`src/rtl/riscv_hazard_pkg.sv`:
```
`default_nettype none
// ============================================================================
// Module      : riscv_hazard_pkg
// Description : Shared types and constants for the hazard control unit:
//               FSM state encoding, forward-select codes and the
//               forward-select priority function.
// Revision    : 1.0 - initial release
// ============================================================================
package riscv_hazard_pkg;

   // Front-end controller states
   typedef enum logic [0:0] {
      RUN     = 1'b0,
      MD_WAIT = 1'b1
   } state_t;

   // EX operand mux select codes
   localparam logic [1:0] FWD_RF  = 2'b00;
   localparam logic [1:0] FWD_WB  = 2'b01;
   localparam logic [1:0] FWD_MEM = 2'b10;

   // Picks the youngest live producer of a source register; x0 never forwards
   function automatic logic [1:0] fwd_sel(
      input logic       mem_wr,
      input logic [4:0] mem_rd,
      input logic       wb_wr,
      input logic [4:0] wb_rd,
      input logic [4:0] src
   );
      logic [1:0] sel;
      sel = FWD_RF;
      if (mem_wr && (mem_rd != 5'd0) && (mem_rd == src)) begin
         sel = FWD_MEM;
      end else if (wb_wr && (wb_rd != 5'd0) && (wb_rd == src)) begin
         sel = FWD_WB;
      end
      return sel;
   endfunction

endpackage : riscv_hazard_pkg
`default_nettype wire

```
`src/rtl/EX_Forwarding_unit.sv`:
```
`default_nettype none
// ============================================================================
// Module      : EX_Forwarding_unit
// Description : Combinational EX operand forward selects. MEM result wins
//               over WB result when both match a source register.
// Revision    : 1.0 - initial release
// ============================================================================
module EX_Forwarding_unit
   import riscv_hazard_pkg::*;
(
   input  logic [4:0] EX_rs1,
   input  logic [4:0] EX_rs2,
   input  logic       MEM_RegWrite,
   input  logic [4:0] MEM_rd,
   input  logic       WB_RegWrite,
   input  logic [4:0] WB_rd,
   output logic [1:0] ForwardA,
   output logic [1:0] ForwardB
);

   // Forward selects for both EX operands, independent of controller state
   always_comb begin
      ForwardA = fwd_sel(MEM_RegWrite, MEM_rd, WB_RegWrite, WB_rd, EX_rs1);
      ForwardB = fwd_sel(MEM_RegWrite, MEM_rd, WB_RegWrite, WB_rd, EX_rs2);
   end

endmodule : EX_Forwarding_unit
`default_nettype wire

```
`src/rtl/hazard_control_unit.sv`:
```
`default_nettype none
// ============================================================================
// Module      : hazard_control_unit
// Description : Pipeline hazard controller: load-use stall, taken-branch
//               flush, multicycle mul/div front-end stall and EX operand
//               forwarding. All controls are combinational from state/inputs.
//               Optional macro HAZARD_PERF_EN adds the Stall_Cycles counter.
// Revision    : 1.0 - initial release
// ============================================================================
module hazard_control_unit
   import riscv_hazard_pkg::*;
#(
   parameter int MD_LATENCY = 4
)
(
   input  logic        clk,
   input  logic        rst_n,
   input  logic [4:0]  ID_rs1,
   input  logic [4:0]  ID_rs2,
   input  logic [4:0]  EX_rs1,
   input  logic [4:0]  EX_rs2,
   input  logic [4:0]  EX_rd,
   input  logic        EX_MemRead,
   input  logic        EX_BranchTaken,
   input  logic        EX_MulDiv,
   input  logic        MEM_RegWrite,
   input  logic [4:0]  MEM_rd,
   input  logic        WB_RegWrite,
   input  logic [4:0]  WB_rd,
   output logic        PC_Write,
   output logic        IF_ID_Write,
   output logic        IF_ID_Flush,
   output logic        ID_EX_Flush,
   output logic        EX_Hold,
   output logic        EX_MEM_Flush,
`ifdef HAZARD_PERF_EN
   output logic [31:0] Stall_Cycles,
`endif
   output logic [1:0]  ForwardA,
   output logic [1:0]  ForwardB
);

   // The first stall cycle is spent in RUN, so MD_WAIT lasts MD_LATENCY-1 cycles
   localparam logic [3:0] c_MD_RELOAD = 4'(MD_LATENCY - 2);

   state_t     r_state;
   state_t     w_state_next;
   logic [3:0] r_md_cnt;
   logic [3:0] w_md_cnt_next;
   logic       w_load_use;

   assign w_load_use = EX_MemRead && (EX_rd != 5'd0) &&
                       ((EX_rd == ID_rs1) || (EX_rd == ID_rs2));

   // State and mul/div countdown register
   always_ff @(posedge clk or negedge rst_n) begin
      if (!rst_n) begin
         r_state  <= RUN;
         r_md_cnt <= 4'd0;
      end else begin
         r_state  <= w_state_next;
         r_md_cnt <= w_md_cnt_next;
      end
   end

   // Next-state and pipeline control decode; branch outranks mul/div and load-use
   always_comb begin
      w_state_next  = r_state;
      w_md_cnt_next = r_md_cnt;
      PC_Write      = 1'b1;
      IF_ID_Write   = 1'b1;
      IF_ID_Flush   = 1'b0;
      ID_EX_Flush   = 1'b0;
      EX_Hold       = 1'b0;
      EX_MEM_Flush  = 1'b0;
      case (r_state)
         RUN: begin
            if (EX_BranchTaken) begin
               IF_ID_Flush = 1'b1;
               ID_EX_Flush = 1'b1;
            end else if (EX_MulDiv) begin
               PC_Write      = 1'b0;
               IF_ID_Write   = 1'b0;
               EX_Hold       = 1'b1;
               EX_MEM_Flush  = 1'b1;
               w_state_next  = MD_WAIT;
               w_md_cnt_next = c_MD_RELOAD;
            end else if (w_load_use) begin
               PC_Write    = 1'b0;
               IF_ID_Write = 1'b0;
               ID_EX_Flush = 1'b1;
            end
         end
         MD_WAIT: begin
            PC_Write     = 1'b0;
            IF_ID_Write  = 1'b0;
            EX_Hold      = 1'b1;
            EX_MEM_Flush = 1'b1;
            if (r_md_cnt == 4'd0) begin
               w_state_next = RUN;
            end else begin
               w_md_cnt_next = r_md_cnt - 4'd1;
            end
         end
         default: begin
            w_state_next  = RUN;
            w_md_cnt_next = 4'd0;
         end
      endcase
   end

`ifdef HAZARD_PERF_EN
   logic [31:0] r_stall_cycles;

   // Saturating count of cycles in which the PC is frozen
   always_ff @(posedge clk or negedge rst_n) begin
      if (!rst_n) begin
         r_stall_cycles <= 32'd0;
      end else if (!PC_Write && (r_stall_cycles != 32'hFFFF_FFFF)) begin
         r_stall_cycles <= r_stall_cycles + 32'd1;
      end
   end

   assign Stall_Cycles = r_stall_cycles;
`endif

   EX_Forwarding_unit u_fwd (
      .EX_rs1       (EX_rs1),
      .EX_rs2       (EX_rs2),
      .MEM_RegWrite (MEM_RegWrite),
      .MEM_rd       (MEM_rd),
      .WB_RegWrite  (WB_RegWrite),
      .WB_rd        (WB_rd),
      .ForwardA     (ForwardA),
      .ForwardB     (ForwardB)
   );

endmodule : hazard_control_unit
`default_nettype wire

```
`config.mk`:
```
export PLATFORM = sky130hd
export DESIGN_NAME = hazard_control_unit
export DESIGN_NICKNAME = d
export VERILOG_FILES = /design/src/rtl/riscv_hazard_pkg.sv /design/src/rtl/EX_Forwarding_unit.sv /design/src/rtl/hazard_control_unit.sv
export SDC_FILE = /design/constraint.sdc
export NUM_CORES = 1
export LEC_CHECK = 0
export BUFFER_PORTS_ARGS = -buffer_cell sky130_fd_sc_hd__buf_2
export CAP_MARGIN = 30
export CORE_MARGIN = 8
export CORE_UTILIZATION = 39
export DETAILED_ROUTE_END_ITERATION = 10
export GPL_TIMING_DRIVEN = 0
export MAX_ROUTING_LAYER = met4
export PLACE_DENSITY_LB_ADDON = 0.12
export SLEW_MARGIN = 5
export SYNTH_ARGS = -nofsm -noshare
export SYNTH_HDL_FRONTEND = slang
export SYNTH_SLANG_ARGS = --single-unit
export TNS_END_PERCENT = 5
```
`constraint.sdc`:
```
create_clock -name clk -period 1.5 [get_ports clk]
set_input_delay 0.15 -clock clk [delete_from_list [all_inputs] [get_ports clk]]
set_output_delay 0.15 -clock clk [all_outputs]
set_load 0.005 [all_outputs]
```
==> results of run 1 <==
[path summary, 6_finish.rpt]
kind                       depth (start not counted)           to  slack (ns)
setup / recovery                                   6  ForwardB[0]       -0.09
hold / removal                                     2  r_md_cnt[3]        0.25
setup reg to reg                                   6  r_md_cnt[0]        0.19
hold reg to reg                                    1  r_md_cnt[0]        0.51
max in group asynchronous                          2      r_state        1.09
min in group clk                                   3      r_state        0.28
[metal layers]
metal  GRT usage [%]  vias up  share of wire, %
li1                -      397                 -
met1            12.9      349                41
met2            21.5       25                54
met3            2.24        2               4.2
met4            5.36        0              0.77
met5               -        -                 0
[what timing repair did]
action	CTS	global route
setup buffers	0	2
gates cloned	0	0
setup endpoints to repair	6	5
hold buffers	1	0
pin swaps	4	5
resized for setup	9	12
endpoints found under the hold margin	5	0
[flip-flops by register name, summed over array words and instances, names as in the netlist]
name and cells:
r_state 1, r_md_cnt 4
[cells in the final DEF (no fill, tap or decap), drive strengths merged, types with 2 or more instances in the layout]
cell type and instances:
buf 55, clkbuf 4, dfrtp 5, inv 4, nand2 4, nand2b 2, nand3 2, nor2 2
nor2b 2, nor3 3, nor4 4, o21ai 10, or4 5, xnor2 7, xor2 24
[cell families after synthesis]
group,share of synthesized area (%)
muxes,1.48
buffers and inverters,4.45
DFF,18.6
and+or+nand+nor,21.9
adders and majority gates,1.85
xor gates and xnor gates,40.3
AOI/OAI and AO/OA,11.5
[layout make-up]
| class | count | area share [%] |
|---|---|---|
| Sequential cell | 5 | 11.7 |
| Buffer | 2 | 1.39 |
| Multi-Input combinational cell | 70 | 52.8 |
| Clock buffer | 4 | 2.43 |
| Tap cell | 17 | 1.97 |
| Inverter | 4 | 1.39 |
| Timing Repair Buffer | 54 | 28.3 |
[power by group]
group | switching (mW) | internal [mW]
registers | 0.0646 | 0.201
clock network | 0.0550 | 0.101
logic | 0.264 | 0.283
total | 0.384 | 0.585
[critical path, cell delays in order]
cell and delay (ns):
buf_8 0.09, or4_4 0.54, o21ai_4 0.19, nor4_4 0.06, nor4_2 0.26, buf_2 0.15
[stage by stage]
step                      instance area, um2  power, mW  hold WS (ns)
after floorplan                          674      0.556        -0.146
after global placement                   951      0.742       -0.0288
after detailed placement                 951      0.755       -0.0283
after CTS                               1010      0.935         0.254
after global routing                    1080       1.06         0.284
final                                   1080      0.969         0.253
==> qor.yml, run 1 <==
drt_iter0_markers: 12
hold_viol_final: 0
critPathMaxFanout: 2
powerDensity_nw_per_um2: 897
placedCellCount: 149
initial_utilization_pct: 40.4
outcome: "finished with violations"
core_area_um2: 1670
final_core_util_pct: 64.6
synthTopCellsByArea: "xor2_1, dfrtp_1, xnor2_1"
core.rowCount: 15
cts_tree: "done"
cts_root_buffer: "clkbuf_4"
syn-cell-area_um2: 674
drive_above_1_share_pct: 49.6
reg2reg_from: "r_md_cnt[0]"
routed_wl_um: 2080
clk_path_buf_depth: 2
grt_usage_pct: 12.2
drcViolationCount: 0
multiInputGateArea_um2: 571
seqCellArea_um2: 126
diodes: 0
fin_nets: 183
clkLatencyLatePin_ns: 0.24
area_growth_pct: 60.1
synth_ff_type: "dfrtp_1"
skew_ns: 0.00472
post-route-period-util_pct: 106
yosys.cell_types.count: 22
start_kind: "primary input"
synth_edf_count: 0
synth_warnings: 0
yosysTopAreaCellShare_pct: 31.2
fin_crit_ns: 1.59
stdcell_count: 156
num-fill-cells: 143
worst_pin_slew_ns: 0.313
grt_overflow: 0
finalMaxSlewViolations: 0
postSynth.asyncResetShare_pct: 100
yosysMostFrequentCell: "xor2_1"
setup_viol: 2
vias: 773
die_x_um: 57.6
wl_per_cell_um: 13.3
critPathRequiredTime_ns: 1.35
syn_avg_cell_area_um2: 8.33
ys_seq_elements: 5
grt_max_degree: 7
cts_max_level: 1
maxCapViolCount: 0
drt_pass1_iterations: 3
place_ws_ns: -0.139
gp_congestion: 0.816
design.die.area_um2: 3320
violations: "negative setup slack"
grt_pass1_vias: 825
rsz0062_at_grt: "true"
hpwl_um: 1740
viasPerCell: 4.96
syn_nets: 124
fmaxAchievable_mhz: 627
vdd.ir_drop.worst_uv: 317
critical_path_class: "in2out"
crit_path_start: "MEM_rd[2]"
cts_buffers: 3
cp_data_arrival_time_ns: 1.44
cts.sinks: 5
synthTopCellsByCount: "xor2_1, o21ai_0, xnor2_1"
yosysTopAreaCell: "xor2_1"
antenna_found_initial: 0
die_y_um: 57.6
fin_ws_ns: -0.0940
syn-instance-count: 81
io_pins: 52
cts.clk_slew.worst_paths_ns: 0.05
grt_pass1_wl_um: 3250
yosysSeqAreaShare_pct: 18.6
p_leak_nw: 0.536
io_buffers: 51
hold_path_class: "in2async"
maxSlewHeadroom_pct: 79.0
end_kind: "output port"
ant_nets: 0
setup_tns_ns: -0.139
(Power assumes the default switching activity.)
==> run 2: changes to the inputs <==
SYNTH_HIERARCHICAL = 1   (was not set)
==> run 2 against run 1 <==
The run still ends with negative setup slack left. Register-to-register slack lost 0.06 ns. Sequential power shrank 3%. Critical path depth is the same. Utilization is 0.82 points lower. Clock power is 5% lower. Clock skew shrank 0.0035 ns. Via count is 1.3% higher. Critical path type unchanged.
==> qor.yml, run 2 <==
final_core_util_pct: 63.8  # was 64.6%
finalMaxSlewViolations: 0  # unchanged
yosysTopAreaCellShare_pct: 22.2  # was 31.2%
postSynth.asyncResetShare_pct: 100  # unchanged
clkLatencyLatePin_ns: 0.24  # about the same
yosysSeqAreaShare_pct: 18.6  # about the same
io_pins: 52  # unchanged
design.die.area_um2: 3310  # was 3320 um2
cts.sinks: 5  # unchanged
hpwl_um: 1720  # was 1740 um
largest_register: "r_md_cnt"  # unchanged
diodes: 0  # unchanged
synth_warnings: 6  # was 0
die_x_um: 57.5  # was 57.6 um
grt_overflow: 0  # unchanged
num-fill-cells: 164  # was 143
grt_max_degree: 7  # unchanged
area_growth_pct: 58.7  # was 60.1%
cp_data_arrival_time_ns: 1.40  # was 1.44 ns
whs_ns: 0.253  # about the same
cts_max_level: 1  # unchanged
drt_iter0_markers: 5  # was 12
rsz0062_at_grt: "true"  # unchanged
core.rowCount: 15  # unchanged
setup_viol: 2  # unchanged
synth_edf_count: 0  # unchanged
synthTopCellsByCount: "xnor2_1, xor2_1, nand2_1, o21ai_0, dfrtp_1"  # was xor2_1, o21ai_0, xnor2_1
vias: 783  # was 773
routed_wl_um: 2090  # was 2080 um
wl_per_cell_um: 13.1  # was 13.3 um
post-route-period-util_pct: 103  # was 106%
total_power_mw: 0.967  # was 0.969 mW
io_buffers: 51  # unchanged
fin_nets: 186  # was 183
setup_tns_ns: -0.0613  # was -0.139 ns
drive_above_1_share_pct: 46.5  # was 49.6%
place_ws_ns: -0.151  # was -0.139 ns
die_y_um: 57.5  # was 57.6 um
p_leak_nw: 0.515  # was 0.536 nW
cts_root_buffer: "clkbuf_4"  # unchanged
syn-instance-count: 83  # was 81
maxCapViolCount: 0  # unchanged
skew_ns: 0.00123  # was 0.00472 ns
syn-cell-area_um2: 672  # was 674 um2
worst_pin_slew_ns: 0.316  # was 0.313 ns
gp_congestion: 0.811  # was 0.816
reg_top3: "r_md_cnt: 4 flops, r_state: 1 flops"  # unchanged
critPathRequiredTime_ns: 1.35  # about the same
grt_pass1_vias: 912  # was 825
finalInstanceArea_um2: 1070  # was 1080 um2
final_cell_mix: "buf_2, xnor2_1, xor2_1, nand2_1, o21ai_0"  # was buf_2, xor2_1, xnor2_1, o21ai_0, buf_4
fmaxAchievable_mhz: 647  # was 627 MHz
placed_area_um2: 948  # was 951 um2
initial_utilization_pct: 40.2  # was 40.4%
fin_ws_ns: -0.0462  # was -0.0940 ns
grt_usage_pct: 13.2  # was 12.2%
cts.clk_slew.worst_paths_ns: 0.04  # was 0.05 ns
placedCellCount: 151  # was 149
largest_reg_flops: 4  # unchanged
critical_path_class: "in2out"  # unchanged
syn_nets: 126  # was 124
end_kind: "output port"  # unchanged
synthTopCellsByArea: "xnor2_1, dfrtp_1, xor2_1"  # was xor2_1, dfrtp_1, xnor2_1
hold_path_class: "in2async"  # unchanged
antenna_found_initial: 0  # unchanged
layout_commonest_cell: "buf_2"  # unchanged
yosysTopAreaCell: "xnor2_1"  # was xor2_1
ys_seq_elements: 5  # unchanged
hold_viol_final: 0  # unchanged
yosysMostFrequentCell: "xnor2_1"  # was xor2_1
grt_pass1_wl_um: 3510  # was 3250 um
maxSlewHeadroom_pct: 78.9  # was 79.0%
yosys.cell_types.count: 23  # was 22
syn_avg_cell_area_um2: 8.10  # was 8.33 um2
synth_ff_type: "dfrtp_1"  # unchanged
ant_nets: 0  # unchanged
drcViolationCount: 0  # unchanged
critPathMaxFanout: 2  # unchanged
cts_tree: "done"  # unchanged
core_area_um2: 1670  # unchanged
fin_crit_ns: 1.55  # was 1.59 ns
cts_buffers: 3  # unchanged
violations: "negative setup slack"  # unchanged
clk_path_buf_depth: 2  # unchanged
powerDensity_nw_per_um2: 907  # was 897 nW/um2
outcome: "finished with violations"  # unchanged
stdcell_count: 159  # was 156
drt_pass1_iterations: 4  # was 3
start_kind: "primary input"  # unchanged
viasPerCell: 4.92  # was 4.96
vdd.ir_drop.worst_uv: 364  # was 317 uV
[run 2: cell count changes after synthesis, moves of 2 or more]
cell,before,now
nand4_1,0,2
nor4_1,2,4
xor2_1,24,14
nand2_1,4,6
xnor2_1,7,17
o21ai_0,8,6
nor4_2,2,0
or4_1,5,3
[run 2: final cells by class]
| type | instances | area [um2] | share of cell area, % |
|---|---|---|---|
| Timing Repair Buffer | 55 | 304 | 28.5 |
| Buffer | 2 | 15.0 | 1.41 |
| Inverter | 4 | 15.0 | 1.41 |
| Clock buffer | 4 | 26.3 | 2.46 |
| Tap cell | 17 | 21.3 | 2.00 |
| Sequential cell | 5 | 125 | 11.7 |
| Multi-Input combinational cell | 72 | 559 | 52.5 |
[run 2: cells by family (layout without fill, tap and decap cells)]
group	Yosys count	count (layout)	share of synthesized area, %
AO/OA/AOI/OAI	12	12	11.5
AND/OR/NAND/NOR	27	27	21.6
multiplexers	1	1	1.49
buffers and inverters	6	65	4.47
adder cells (fa/ha/maj)	1	1	1.86
XOR/XNOR	31	31	40.4
flip-flops	5	5	18.6
[run 2: repair_timing]
| action | CTS | global route |
|---|---|---|
| endpoints found under the setup margin | 3 | 5 |
| endpoints found under the hold margin | 5 | 0 |
| pin swaps | 6 | 6 |
| hold buffers | 1 | 0 |
| setup buffers | 2 | 1 |
| gates resized for setup | 10 | 2 |
[run 2: critical path, stage by stage]
cell     delay [ns]
buf_8          0.09
or4_4          0.54
o21ai_4        0.20
nor4_4         0.06
nor4_1         0.19
buf_2          0.17
[run 2: path summary, 6_finish.rpt]
check	start	to	slack, ns	depth (start not counted)
worst max-delay path	MEM_rd[2]	ForwardB[0]	-0.05	6
worst min-delay path	rst_n	r_md_cnt[0]	0.25	2
worst max register to register	r_md_cnt[0]	r_md_cnt[0]	0.13	6
worst min register to register	r_md_cnt[0]	r_md_cnt[0]	0.52	1
min in group clk	EX_MulDiv	r_state	0.27	3
max in group asynchronous	rst_n	r_md_cnt[3]	1.12	2
[run 2: layer usage]
| metal | global-route usage [%] | wire (um) | up-vias |
|---|---|---|---|
| met2 | 23.8 | 1110 | 32 |
| met4 | 5.71 | 46 | 0 |
| met3 | 1.35 | 58 | 4 |
| met1 | 14.3 | 873 | 345 |
| met5 | - | 0 | - |
| li1 | - | - | 402 |
[run 2: where the power goes]
part | switching (mW) | internal, mW | leakage (nW)
Combinational | 0.264 | 0.298 | 0.437
Sequential | 0.0588 | 0.198 | 0.0627
Clock | 0.0479 | 0.100 | 0.0150
